--- src/rtl/zbus_initiator.sv ---
// ZX-bus initiator: turns req/ack transactions into Z80-style memory/IO cycles with
// programmable setup/strobe/hold timing and WAIT; define ZBUS_INIT_TIMEOUT_EN for a WAIT timeout.
module zbus_initiator #(
  parameter int unsigned SETUP_CYC   = 1,
  parameter int unsigned STROBE_CYC  = 2,
  parameter int unsigned HOLD_CYC    = 1,
  parameter int unsigned TIMEOUT_CYC = 255
) (
  input  logic        fclk,
  input  logic        rst,
  input  logic        req,
  input  logic        we,
  input  logic        io,
  input  logic [15:0] addr,
  input  logic [7:0]  wdata,
  output logic        ack,
  output logic        err,
  output logic        busy,
  output logic [7:0]  rdata,
  output logic [15:0] za,
  output logic [7:0]  zd_out,
  output logic        zd_oe,
  input  logic [7:0]  zd_in,
  output logic        ziorq_n,
  output logic        zmreq_n,
  output logic        zrd_n,
  output logic        zwr_n,
  input  logic        zwait_n
);

`ifdef ZBUS_INIT_TIMEOUT_EN
  localparam int CNT_W = 5;
  localparam int TO_W  = 9;
  localparam logic [TO_W-1:0] TO_LIM = TO_W'(TIMEOUT_CYC);
`else
  localparam int CNT_W = 4;
`endif

  localparam logic [CNT_W-1:0] SETUP_LD  = CNT_W'(SETUP_CYC - 1);
  localparam logic [CNT_W-1:0] STROBE_LD = CNT_W'(STROBE_CYC - 1);
  localparam logic [CNT_W-1:0] HOLD_LD   = CNT_W'(HOLD_CYC - 1);

  if (SETUP_CYC == 0 || SETUP_CYC > 16 || STROBE_CYC == 0 || STROBE_CYC > 16 ||
      HOLD_CYC == 0 || HOLD_CYC > 16 || TIMEOUT_CYC == 0 || TIMEOUT_CYC > 256) begin : g_param_check
    $error("zbus_initiator: timing parameter out of range");
  end

  typedef enum logic [1:0] {IDLE, SETUP, STROBE, HOLD} state_t;

  state_t           state;
  logic [CNT_W-1:0] cnt;
  logic             lat_we;
  logic             lat_io;
`ifdef ZBUS_INIT_TIMEOUT_EN
  logic [TO_W-1:0]  tcnt;
  logic             to_flag;
`endif

  always_ff @(posedge fclk) begin
    if (rst) begin
      state   <= IDLE;
      cnt     <= '0;
      lat_we  <= 1'b0;
      lat_io  <= 1'b0;
      ack     <= 1'b0;
      err     <= 1'b0;
      busy    <= 1'b0;
      rdata   <= 8'h00;
      za      <= 16'h0000;
      zd_out  <= 8'h00;
      zd_oe   <= 1'b0;
      ziorq_n <= 1'b1;
      zmreq_n <= 1'b1;
      zrd_n   <= 1'b1;
      zwr_n   <= 1'b1;
`ifdef ZBUS_INIT_TIMEOUT_EN
      tcnt    <= '0;
      to_flag <= 1'b0;
`endif
    end else begin
      ack <= 1'b0;
      err <= 1'b0;
      case (state)
        IDLE: begin
          // ack gating guarantees at least one idle cycle between transactions
          if (req && !ack) begin
            lat_we <= we;
            lat_io <= io;
            za     <= addr;
            zd_out <= wdata;
            zd_oe  <= we;
            cnt    <= SETUP_LD;
            busy   <= 1'b1;
            state  <= SETUP;
`ifdef ZBUS_INIT_TIMEOUT_EN
            to_flag <= 1'b0;
`endif
          end
        end
        SETUP: begin
          if (cnt == '0) begin
            ziorq_n <= !lat_io;
            zmreq_n <= lat_io;
            zrd_n   <= lat_we;
            zwr_n   <= !lat_we;
            cnt     <= STROBE_LD;
            state   <= STROBE;
`ifdef ZBUS_INIT_TIMEOUT_EN
            tcnt    <= '0;
`endif
          end else begin
            cnt <= cnt - 1'b1;
          end
        end
        STROBE: begin
          // WAIT only stretches the strobe once the base count has run out
          if (cnt != '0) begin
            cnt <= cnt - 1'b1;
          end else if (zwait_n) begin
            if (!lat_we) rdata <= zd_in;
            {ziorq_n, zmreq_n, zrd_n, zwr_n} <= 4'hF;
            cnt   <= HOLD_LD;
            state <= HOLD;
          end
`ifdef ZBUS_INIT_TIMEOUT_EN
          else if (tcnt == TO_LIM) begin
            if (!lat_we) rdata <= 8'hFF;
            {ziorq_n, zmreq_n, zrd_n, zwr_n} <= 4'hF;
            to_flag <= 1'b1;
            cnt     <= HOLD_LD;
            state   <= HOLD;
          end else begin
            tcnt <= tcnt + 1'b1;
          end
`endif
        end
        HOLD: begin
          if (cnt == '0) begin
            zd_oe <= 1'b0;
            ack   <= 1'b1;
            busy  <= 1'b0;
            state <= IDLE;
`ifdef ZBUS_INIT_TIMEOUT_EN
            err   <= to_flag;
`endif
          end else begin
            cnt <= cnt - 1'b1;
          end
        end
        default: state <= IDLE;
      endcase
    end
  end

endmodule

--- config.mk ---
export PLATFORM = sky130hd
export DESIGN_NAME = zbus_initiator
export DESIGN_NICKNAME = d
export VERILOG_FILES = /design/src/rtl/zbus_initiator.sv
export SDC_FILE = /design/constraint.sdc
export NUM_CORES = 1
export LEC_CHECK = 0
export CORE_MARGIN = 4
export CORE_UTILIZATION = 46
export CTS_CLUSTER_SIZE = 12
export DETAILED_ROUTE_END_ITERATION = 8
export PLACE_DENSITY = 0.84
export SETUP_SLACK_MARGIN = 0.05
export SYNTH_ARGS = -nofsm -noshare
export SYNTH_HDL_FRONTEND = slang
export SYNTH_SLANG_ARGS = --single-unit
--- constraint.sdc ---
create_clock -name fclk -period 4.2 [get_ports fclk]
set_clock_uncertainty 0.2 [all_clocks]
set_input_delay 0.63 -clock fclk [delete_from_list [all_inputs] [get_ports fclk]]
set_output_delay 0.63 -clock fclk [all_outputs]
set_load 0.05 [all_outputs]
* After elaboration in Yosys (flattened, before gate mapping)
Index checks and enable logic that the tools add are counted.
Word-level totals: word-level logic and storage cells 72, bits of input ports 38, bits in registers 47, output and inout port bits 40
Cells by class: multiplexer cells 28, $add $sub $neg 1, eq/ne operators 10, bitwise logic cells 3, reduce and logical (&&, ||, !) cells 16
Operator list (count):
- 4-bit two-way mux | 5
- 4-bit case mux with 4 select lines | 1
- 2-bit inequality test, second input constant | 6
- 1-bit case mux with 2 select lines | 6
- 1-bit two-way mux | 10
- 2-bit two-way mux | 5
- 2-bit case mux with 4 select lines | 1
- 4-bit AND reduction | 2
- 3-bit AND reduction | 2
- 5-bit AND reduction | 1
- 2-bit equality test, second input constant | 2
- 4-bit logical NOT | 1
- 2-bit nonzero test | 2
- 4-bit nonzero test | 1
- 4-bit by 1-bit subtractor with 4-bit output, second input constant | 1
- 1-bit logical NOT | 3
- 3-bit inequality test, second input constant | 1
- 1-bit NOT | 3
- 2-bit by 1-bit equality test with 1-bit output, second input constant | 1
- 2-bit logical NOT | 1
- 2-bit AND reduction | 1
- 2-bit OR reduction | 1
- 1-bit logical AND | 1

* Logic depth before layout (Yosys ltp)
Gate-level depths: netlist of the first run.
depth after elaboration 4, mapped depth 8

* Worst setup path before layout of the first run
Ideal clock, no wire load.
kind input -> register, start point in rst, end point reg state[1], cell stages on the path 5, data required time 3.880 ns, setup time 0.120 ns, slack 2.375 ns, arrival 1.505 ns, cells stage by stage clkbuf_1 -> nand2b_1 -> a21oi_1 -> a32o_1 -> a211o_1
RTL lines:
- from (decl) | RTL line 10 | input logic rst,
- to (signal assigned) | RTL line 61 | state <= IDLE;
- to (signal assigned) | RTL line 94 | state <= SETUP;
- to (signal assigned) | RTL line 107 | state <= STROBE;
- to (decl) | RTL line 50 | state_t state;

* Worst setup path after layout of the first run
start point reg state[0], end point reg za[6]
Between the ends: cells in the longest elaborated chain, start to end 2
Ends and longest elaborated chain:
- 2-bit logical NOT | RTL line 83 | case (state)
- 2-bit AND reduction (no source line)
- to (signal assigned) | RTL line 89 | za <= addr;
- to (decl) | RTL line 20 | output logic [15:0] za,
No other way between the ends. A chain may end at the register's enable or synchronous reset.

==> metrics, run 1 <==
PD cells 584 mW/mm2; clock-pin transition on the worst setup and hold timing paths 0.09 ns; largest family of logic cells by synthesized area simple AND/OR/NAND/NOR gates; Place WS 1.57 ns; die width 74.0 um; number of global-route vias before repair 1797; starting DRC count in detailed routing 79; initial antenna violation count 0; cells on worst reg2reg path 7; WHS Path Cells 2; dominant synthesized flop cell dfxtp_1; Adder-Cell Fraction of Synth Area 3.75%; crit path kind flop to flop; via count 1831; CTS Buf Count 5; post-detail-place hpwl 3.64 mm; slew margin rel. 50.1%; Simple-Gate Fraction of Synth Area 23.9%; asr flop ratio synth 0%; grt ovf 0; Placer Congestion 0.808; TritonRoute pass-1 iters 4; initial core utilization 48.6%; CTS tree done; # IOs 78; first-pass GRT wire length 7.84 mm; Die Area 0.00547 mm2; ANT nets after route 0; syn_area_per_cell 8.56 um2; post-synthesis mux area share 4.50%; Core Rows 23; status finished clean; critical-path maximum fanout 15; slowest stage delay, CP 0.61 ns; Hold Vio Cnt, Final 0; Max Freq 424 MHz; largest net degree at the start of global routing 32; worst-case hold slack 0.256 ns; critical path endpoint category flop; max-slew violation count 0; Post-synth EDFFs 0; DRC violations left 0; Yosys reg bits 47; YS warnings 0; dpl cells 349; post_cts resized 0; Syn Nets 278; CP required 4.23 ns; Final Cycle Share 56.2%; Setup WS post-layout 1.84 ns; later-pin clock latency in the skew report 0.30 ns; Setup Viol. Count Final 0; crit path time final 2.36 ns; Bufs on Longest Clock Path 2; Post-CTS Setup Bufs 0; most numerous cell in the Yosys netlist nand2_1; Leak 1.10 nW; post-synthesis compound-gate area fraction 15.7%; Area growth syn-to-layout 42.9%; placement-stage cell area 0.00278 mm2; synth unique cells 38; hold_buf cts 0; post-synthesis sequential area ratio 47.0%; RSZ-0062 raised after global routing no; total clock sinks 47; H-tree levels 2; Synth top cells by count 56 x nand2_1, 47 x dfxtp_1, 32 x a21oi_1; GRT Total Usage 18.3%; area leader, netlist dfxtp_1; crit path launch type flop; port bufs 76; CP arrival 2.39 ns; Via density 5.13; Root Driver clkbuf_8; Hold WC Path Type flop to flop; nets@finish 350; maximum vdd ir drop 0.316 mV; Crit-path slowest cell nor2_1; # diodes 0; Setup TNS 0 ns; ratio of cells with drive above 1 in the final layout 6.51%; Most common cell on crit path inv_1; Synth area leaders dfxtp_1 47%, nand2_1 11%, a21oi_1 8.0%, mux2i_1 4.5%, ha_1 3.8%; final cell count without fillers 357; worst-path cell chain inv_1 -> ha_1 -> inv_1 -> nor2_1 -> buf_4 -> nand2_1 -> a21oi_1; Worst Tran Pin Value 0.746 ns; core area 0.00412 mm2; post-synth top area share 47.0%; cell area after layout 0.00286 mm2; DIE HEIGHT 74.0 um; Syn Std Cell Area 0.00200 mm2; xor and xnor area share after synthesis 0%; synthesized instance count 234; Routed WL 4.94 mm; Max Cap Viol 0; Wirelength per Cell 13.8 um
worst paths after layout:
kind,startpoint,to,slack (ns)
setup / recovery,state[0]$_SDFFE_PP0P_,za[6]$_SDFFE_PP0P_,1.84
hold / removal,za[14]$_SDFFE_PP0P_,za[14]$_SDFFE_PP0P_,0.26
setup reg to reg,state[0]$_SDFFE_PP0P_,za[6]$_SDFFE_PP0P_,1.84
hold reg to reg,za[14]$_SDFFE_PP0P_,za[14]$_SDFFE_PP0P_,0.26
sequential cells by signal, summed over array words and instances, names as in the netlist, 2 cells and up:
signal / flops
rdata: 8
za: 16
state: 2
zd_out: 8
cnt: 4
routing by layer:
layer | vias up | GRT usage [%] | part of all wire (%)
met2 | 69 | 30.4 | 47
met1 | 826 | 20.7 | 42
li1 | 928 | - | -
met4 | 0 | 7.85 | 1.9
met5 | - | 0 | 0
met3 | 8 | 7.57 | 9.8
cell families after synthesis:
group | Yosys count
AOI/OAI and AO/OA | 50
adders and majority gates | 6
buffers and inverters | 21
DFF | 47
muxes | 9
other | 1
and+or+nand+nor | 100
critical path: cells and delay by family, from the launching register on:
kind	cells	cell delay, ns
AOI/OAI and AO/OA	1	0.12
buffers and inverters	3	0.58
and+or+nand+nor	2	0.68
adders and majority gates	1	0.36
DFF	1	0.34
cell type report:
class                           instances  area [um2]
Fill cell                             322        1250
Multi-Input combinational cell        166         962
Sequential cell                        47         941
Timing Repair Buffer                   79         783
Clock buffer                            6        72.6
Tap cell                               50        62.6
Inverter                                7        26.3
Clock inverter                          2        12.5
per-stage QoR:
step | utilization (%) | power (mW)
after global routing | 69.5 | 1.77
after CTS | 69.5 | 1.68
after floorplan | - | 1.18
final | 69.5 | 1.67
after global placement | 67.4 | 1.40
after detailed placement | 67.4 | 1.41
placed cells by master, fill, tap and decap left out, types with 2 or more instances in the layout:
cell,Yosys,routed
clkdlybuf4s50_1,0,76
nand2_1,56,56
dfxtp_1,47,47
a21oi_1,32,32
nor2_1,17,17
mux2i_1,9,9
inv_1,7,7
o21ai_0,6,6
ha_1,6,6
nand2b_1,5,5
clkbuf_8,0,5
nand4b_1,4,4
nor3_1,4,4
nor4_1,3,3
buf_4,2,3
and4bb_2,2,2
nand3b_1,2,2
a21oi_4,2,2
report_power, final:
part	switching (mW)	leakage (nW)	internal, mW
registers	0.0496	0.384	0.527
logic	0.530	0.676	0.300
clock network	0.149	0.0412	0.116
total	0.728	1.10	0.944
Power figures use the tool's default switching activity.
==> run 2, diff against run 1 <==
--- a/config.mk
+++ b/config.mk
@@ -6,10 +6,10 @@
 export NUM_CORES = 1
 export LEC_CHECK = 0
 export CORE_MARGIN = 4
-export CORE_UTILIZATION = 46
+export CORE_UTILIZATION = 43
 export CTS_CLUSTER_SIZE = 12
 export DETAILED_ROUTE_END_ITERATION = 8
-export PLACE_DENSITY = 0.84
+export PLACE_DENSITY = 0.79
 export SETUP_SLACK_MARGIN = 0.05
 export SYNTH_ARGS = -nofsm -noshare
 export SYNTH_HDL_FRONTEND = slang
==> constraint.sdc (replaced) <==
create_clock -name fclk -period 2.27 [get_ports fclk]
set_clock_uncertainty 0.2 [all_clocks]
set_input_delay 0.3405 -clock fclk [delete_from_list [all_inputs] [get_ports fclk]]
set_output_delay 0.3405 -clock fclk [all_outputs]
set_load 0.05 [all_outputs]
==> metrics, run 2 (synthesis results as in run 1) <==
RSZ-0062 raised after global routing no; sw frac 42.5% (-1.1 points); crit path time final 2.01 ns (-0.346 ns); crit path kind flop to flop; grt ovf 0 (unchanged); Largest Register za; core area 0.00444 mm2 (+8.0%); Setup Viol. Count Final 0 (unchanged); H-tree levels 2 (unchanged); Leak 1.13 nW (+2.5%); Psw 1.35 mW (+85%); P_int 1.83 mW (+94%); Area growth syn-to-layout 45.4%; cell area after layout 0.00291 mm2 (+1.8%); PD cells 1090 mW/mm2 (+87%); critical path endpoint category flop; combinational fraction of design power 49.1% (-0.5 points); CTS tree done; TritonRoute pass-1 iters 4 (unchanged); most frequent cells in the layout 76 x clkdlybuf4s50_1, 56 x nand2_1, 47 x dfxtp_1; GRT Total Usage 17.1% (-1.2 points); post_cts resized 0 (unchanged); DIE HEIGHT 76.2 um (+3.1%); clock-pin transition on the worst setup and hold timing paths 0.08 ns (about the same); max-slew violation count 0 (unchanged); Hold Vio Cnt, Final 0 (unchanged); Most Crowded Layer GR met2; Hold WC Path Type flop to flop; Max Freq 497 MHz (+17%); Die Area 0.00581 mm2 (+6.2%); Via density 4.96 (-3.4%); later-pin clock latency in the skew report 0.30 ns (about the same); DRC violations left 0 (unchanged); via count 1799 (-1.7%); maximum vdd ir drop 0.525 mV (+67%); status finished clean; Clock power frac 17.5% (+1.6 points); CP arrival 2.00 ns (-0.39 ns); FF/Latch Area 941 um2 (unchanged); Reg power frac 33.4% (-1.1 points); biggest regs za x16, rdata x8, zd_out x8; Max Cap Viol 0 (unchanged); commonest non-fill, non-tap cell in the layout clkdlybuf4s50_1; Bufs on Longest Clock Path 2 (unchanged); Wirelength per Cell 13.3 um (-3.8%); starting DRC count in detailed routing 123 (+56%); total clock sinks 47 (unchanged); Final Cycle Share 88.7% (+33 points); ANT nets after route 0 (unchanged); GR met3 Demand/Resource 4.85% (-2.7 points); Setup TNS 0 ns (unchanged); CTS Buf Count 5 (unchanged); Root Driver clkbuf_8; Place WS 0.251 ns (-1.32 ns); Setup WS post-layout 0.257 ns (-1.58 ns); hold_buf cts 0 (unchanged); Routed WL 4.83 mm (-2.2%); max FFs per register 16 (unchanged); port bufs 76 (unchanged); initial antenna violation count 0 (unchanged); placement-stage cell area 0.00281 mm2 (+1.2%); Worst Tran Pin Value 0.529 ns (-0.217 ns); die width 76.2 um (+3.1%); CP required 2.25 ns (-1.98 ns); crit path launch type flop; largest net degree at the start of global routing 37 (+16%); post-detail-place hpwl 3.53 mm (-3.0%); number of global-route vias before repair 1739 (-3.2%); nets@finish 354 (+1.1%); first-pass GRT wire length 8.11 mm (+3.5%); # IOs 78 (unchanged); Placer Congestion 0.788 (-2.4%); Core Rows 24 (+4.3%); total power draw 3.18 mW (+90%); slew margin rel. 64.6% (+15 points); critical-path maximum fanout 8 (-7); Post-CTS Setup Bufs 0 (unchanged); # diodes 0 (unchanged); GR Layer Usage met2 26.4% (-4.1 points); Layout fillers 393 (+22%); ratio of cells with drive above 1 in the final layout 8.04% (+1.5 points); GRT met1 Usage 21.5% (+0.77 points); area of the multi-input gates 962 um2 (unchanged); initial core utilization 45.0% (-3.6 points)
==> run 2: cell types whose count changed in the layout (fill, tap and decap cells not counted) <==
cell,delta
clkbuf_8,+2
clkinv_2,-1
buf_4,+4
clkbuf_1,-1
==> run 2: worst paths after layout <==
path	start	end	slack, ns	cells past startpoint
setup / recovery	cnt[0]$_SDFFE_PP0P_	state[0]$_SDFFE_PP0P_	0.26	5
hold / removal	za[10]$_SDFFE_PP0P_	za[10]$_SDFFE_PP0P_	0.25	2
setup reg to reg	cnt[0]$_SDFFE_PP0P_	state[0]$_SDFFE_PP0P_	0.26	5
hold reg to reg	za[10]$_SDFFE_PP0P_	za[10]$_SDFFE_PP0P_	0.25	2
==> run 2: layout make-up <==
type	count	share of cell area [%]
well taps	52	2.23
clock buffers	7	3.31
multi-input cells	166	33.0
repair buffers	83	27.9
inverters	7	0.902
clock inverters	1	0.258
flip-flops and latches	47	32.3
==> run 2: metal layers <==
| metal | vias up | routed length [um] |
|---|---|---|
| met3 | 12 | 278 |
| met5 | - | 0 |
| met2 | 44 | 2230 |
| li1 | 939 | - |
| met1 | 804 | 2190 |
| met4 | 0 | 138 |
==> run 2: critical path, cell delays in order, from the launching register on <==
cell       delay [ns]
dfxtp_1          0.32
inv_1            0.12
ha_1             0.21
or3b_1           0.54
a2111oi_0        0.42
a211oi_1         0.09
==> run 2: stage by stage <==
step                      std cells  hold WS [ns]  util [%]
after floorplan                 234         0.249         -
after global placement          355         0.241      63.2
after detailed placement        355         0.246      63.2
after CTS                       363         0.258      65.5
after global routing            363         0.271      65.5
final                           363         0.255      65.5
==> run 2: power by group through the flow <==
| stage | combinational [mW] | clock (mW) | sequential (mW) |
|---|---|---|---|
| after floorplan | 0.714 | 0 | 1.48 |
| after global placement | 1.55 | 0 | 1.08 |
| after detailed placement | 1.56 | 0 | 1.08 |
| after CTS | 1.57 | 0.574 | 1.06 |
| after global routing | 1.69 | 0.619 | 1.09 |
| final | 1.56 | 0.555 | 1.06 |
==> run 3, diff against run 2 <==
--- a/config.mk
+++ b/config.mk
@@ -6,10 +6,10 @@
 export NUM_CORES = 1
 export LEC_CHECK = 0
 export CORE_MARGIN = 4
-export CORE_UTILIZATION = 43
+export CORE_UTILIZATION = 35
 export CTS_CLUSTER_SIZE = 12
 export DETAILED_ROUTE_END_ITERATION = 8
-export PLACE_DENSITY = 0.79
+export PLACE_DENSITY = 0.66
 export SETUP_SLACK_MARGIN = 0.05
 export SYNTH_ARGS = -nofsm -noshare
 export SYNTH_HDL_FRONTEND = slang
==> metrics, run 3 (synthesis results as in run 1) <==
dpl cells 375 (+5.6%); port bufs 76 (unchanged); max FFs per register 16 (unchanged); PD cells 1080 mW/mm2 (-0.94%); flop2flop setup slack 0.24 ns (-0.02 ns); Clock power frac 16.8% (-0.7 points); crit path launch type flop; Place WS 0.228 ns (-0.0229 ns); commonest non-fill, non-tap cell in the layout clkdlybuf4s50_1; Root Driver clkbuf_8; critical-path maximum fanout 8 (unchanged); number of global-route vias before repair 1695 (-2.5%); Leak 1.13 nW (-0.12%); Via density 4.79 (-3.3%); grt ovf 0 (unchanged); total power draw 3.17 mW (-0.30%); TritonRoute pass-1 iters 4 (unchanged); slowest stage delay, CP 0.54 ns (about the same); largest net degree at the start of global routing 37 (unchanged); Routed WL 5.00 mm (+3.6%); H-tree levels 2 (unchanged); Core Rows 27 (+13%); Worst Tran Pin Value 0.527 ns (-0.00188 ns); Wirelength per Cell 13.1 um (-1.8%); Setup WS post-layout 0.238 ns (-0.0188 ns); total clock sinks 47 (unchanged); crit path time final 2.03 ns (+0.0188 ns); CTS Buf Count 5 (unchanged); Final Cycle Share 89.5% (+0.83 points); core area 0.00554 mm2 (+25%); crit path kind flop to flop; Hold WC Path Type flop to flop; R2R Path Start cnt[0]$_SDFFE_PP0P_; initial antenna violation count 0 (unchanged); post-detail-place hpwl 3.65 mm (+3.4%); Crit-path slowest cell or3b_1; Post-CTS Setup Bufs 0 (unchanged); die width 83.6 um (+9.7%); initial core utilization 36.1% (-8.9 points); Max Cap Viol 0 (unchanged); Bufs on Longest Clock Path 2 (unchanged); # diodes 0 (unchanged); DIE HEIGHT 83.6 um (+9.7%); Placer Congestion 0.842 (+6.8%); crit path launch cnt[0]$_SDFFE_PP0P_; Largest Register za; # IOs 78 (unchanged); slew margin rel. 64.8% (+0.13 points); Die Area 0.00699 mm2 (+20%); CP required 2.25 ns (about the same); Setup Viol. Count Final 0 (unchanged); CTS tree done; most frequent cells in the layout 76 x clkdlybuf4s50_1, 56 x nand2_1, 47 x dfxtp_1; Area growth syn-to-layout 46.4%; worst-path cell chain inv_1 -> ha_1 -> or3b_1 -> a2111oi_0 -> a211oi_1; Reg power frac 33.6% (+0.2 points); biggest regs za x16, rdata x8, zd_out x8; maximum vdd ir drop 0.436 mV (-17%); critical path endpoint category flop; RSZ-0062 raised after global routing no; sw frac 43.1% (+0.62 points); RR Endpoint state[0]$_SDFFE_PP0P_; combinational fraction of design power 49.7% (+0.6 points); hold_buf cts 0 (unchanged); P_int 1.80 mW (-1.4%); Psw 1.37 mW (+1.1%); CP endpoint state[0]$_SDFFE_PP0P_; Hold Vio Cnt, Final 0 (unchanged); clock-pin transition on the worst setup and hold timing paths 0.09 ns (about the same); post_cts resized 0 (unchanged); final cell count without fillers 383 (+5.5%); via count 1835 (+2.0%); starting DRC count in detailed routing 89 (-28%); Layout fillers 538 (+37%); ratio of cells with drive above 1 in the final layout 8.04% (unchanged); ANT nets after route 0 (unchanged); later-pin clock latency in the skew report 0.30 ns (about the same); nets@finish 354 (unchanged); first-pass GRT wire length 7.96 mm (-2.0%); Setup TNS 0 ns (unchanged); CP arrival 2.01 ns (about the same); max-slew violation count 0 (unchanged); Max Freq 492 MHz (-0.93%); status finished clean; GRT Total Usage 13.8% (-3.3 points); DRC violations left 0 (unchanged); cells on worst reg2reg path 5 (unchanged)
-- run 3: per-layer routing --
layer / global-route usage (%) / vias up / part of all wire [%] / routed length (um)
met1: 16.1 / 846 / 43 / 2140
met2: 23.6 / 45 / 49 / 2470
met3: 4.74 / 5 / 6.7 / 333
met4: 4.82 / 0 / 1.4 / 68
li1: - / 939 / - / -
met5: 0 / - / 0 / 0
-- run 3: power by group through the flow --
stage	clock (mW)	combinational (mW)	sequential [mW]
finish	0.532	1.57	1.06
global route	0.584	1.69	1.08
CTS	0.554	1.58	1.06
detailed placement	0	1.57	1.08
global placement	0	1.57	1.08
floorplan	0	0.714	1.48
-- run 3: layout make-up --
type | instances | area, um2 | area share (%)
Timing Repair Buffer | 83 | 813 | 27.8
Multi-Input combinational cell | 166 | 965 | 32.9
Clock buffer | 7 | 86.3 | 2.95
Clock inverter | 1 | 8.76 | 0.299
Sequential cell | 47 | 941 | 32.1
Inverter | 7 | 26.3 | 0.897
Tap cell | 72 | 90.1 | 3.07
-- run 3: how the worst min path moves through the flow --
stage | to | slack [ns] | cells past startpoint | startpoint
after floorplan | lat_io$_SDFFE_PP0P_ | 0.25 | 2 | lat_io$_SDFFE_PP0P_
after global placement | za[10]$_SDFFE_PP0P_ | 0.24 | 2 | za[10]$_SDFFE_PP0P_
after global routing | za[0]$_SDFFE_PP0P_ | 0.28 | 2 | za[0]$_SDFFE_PP0P_
after CTS | za[11]$_SDFFE_PP0P_ | 0.26 | 2 | za[11]$_SDFFE_PP0P_
final | za[10]$_SDFFE_PP0P_ | 0.25 | 2 | za[10]$_SDFFE_PP0P_
after detailed placement | za[11]$_SDFFE_PP0P_ | 0.25 | 2 | za[11]$_SDFFE_PP0P_
-- run 3: stage by stage --
stage                     hold WS [ns]  utilization, %  area (um2)
after floorplan                  0.249               -        2000
after global placement           0.241            51.2        2840
after detailed placement         0.246            51.2        2840
after CTS                        0.258            52.9        2930
after global routing             0.278            52.9        2930
final                            0.255            52.9        2930
-- run 3: worst max-delay path, delay by kind of cell (launching register included) --
family | cells | cell delay [ns]
simple gates | 1 | 0.54
compound gates | 2 | 0.53
flops | 1 | 0.32
fa+ha+maj | 1 | 0.20
buf+inv | 1 | 0.12
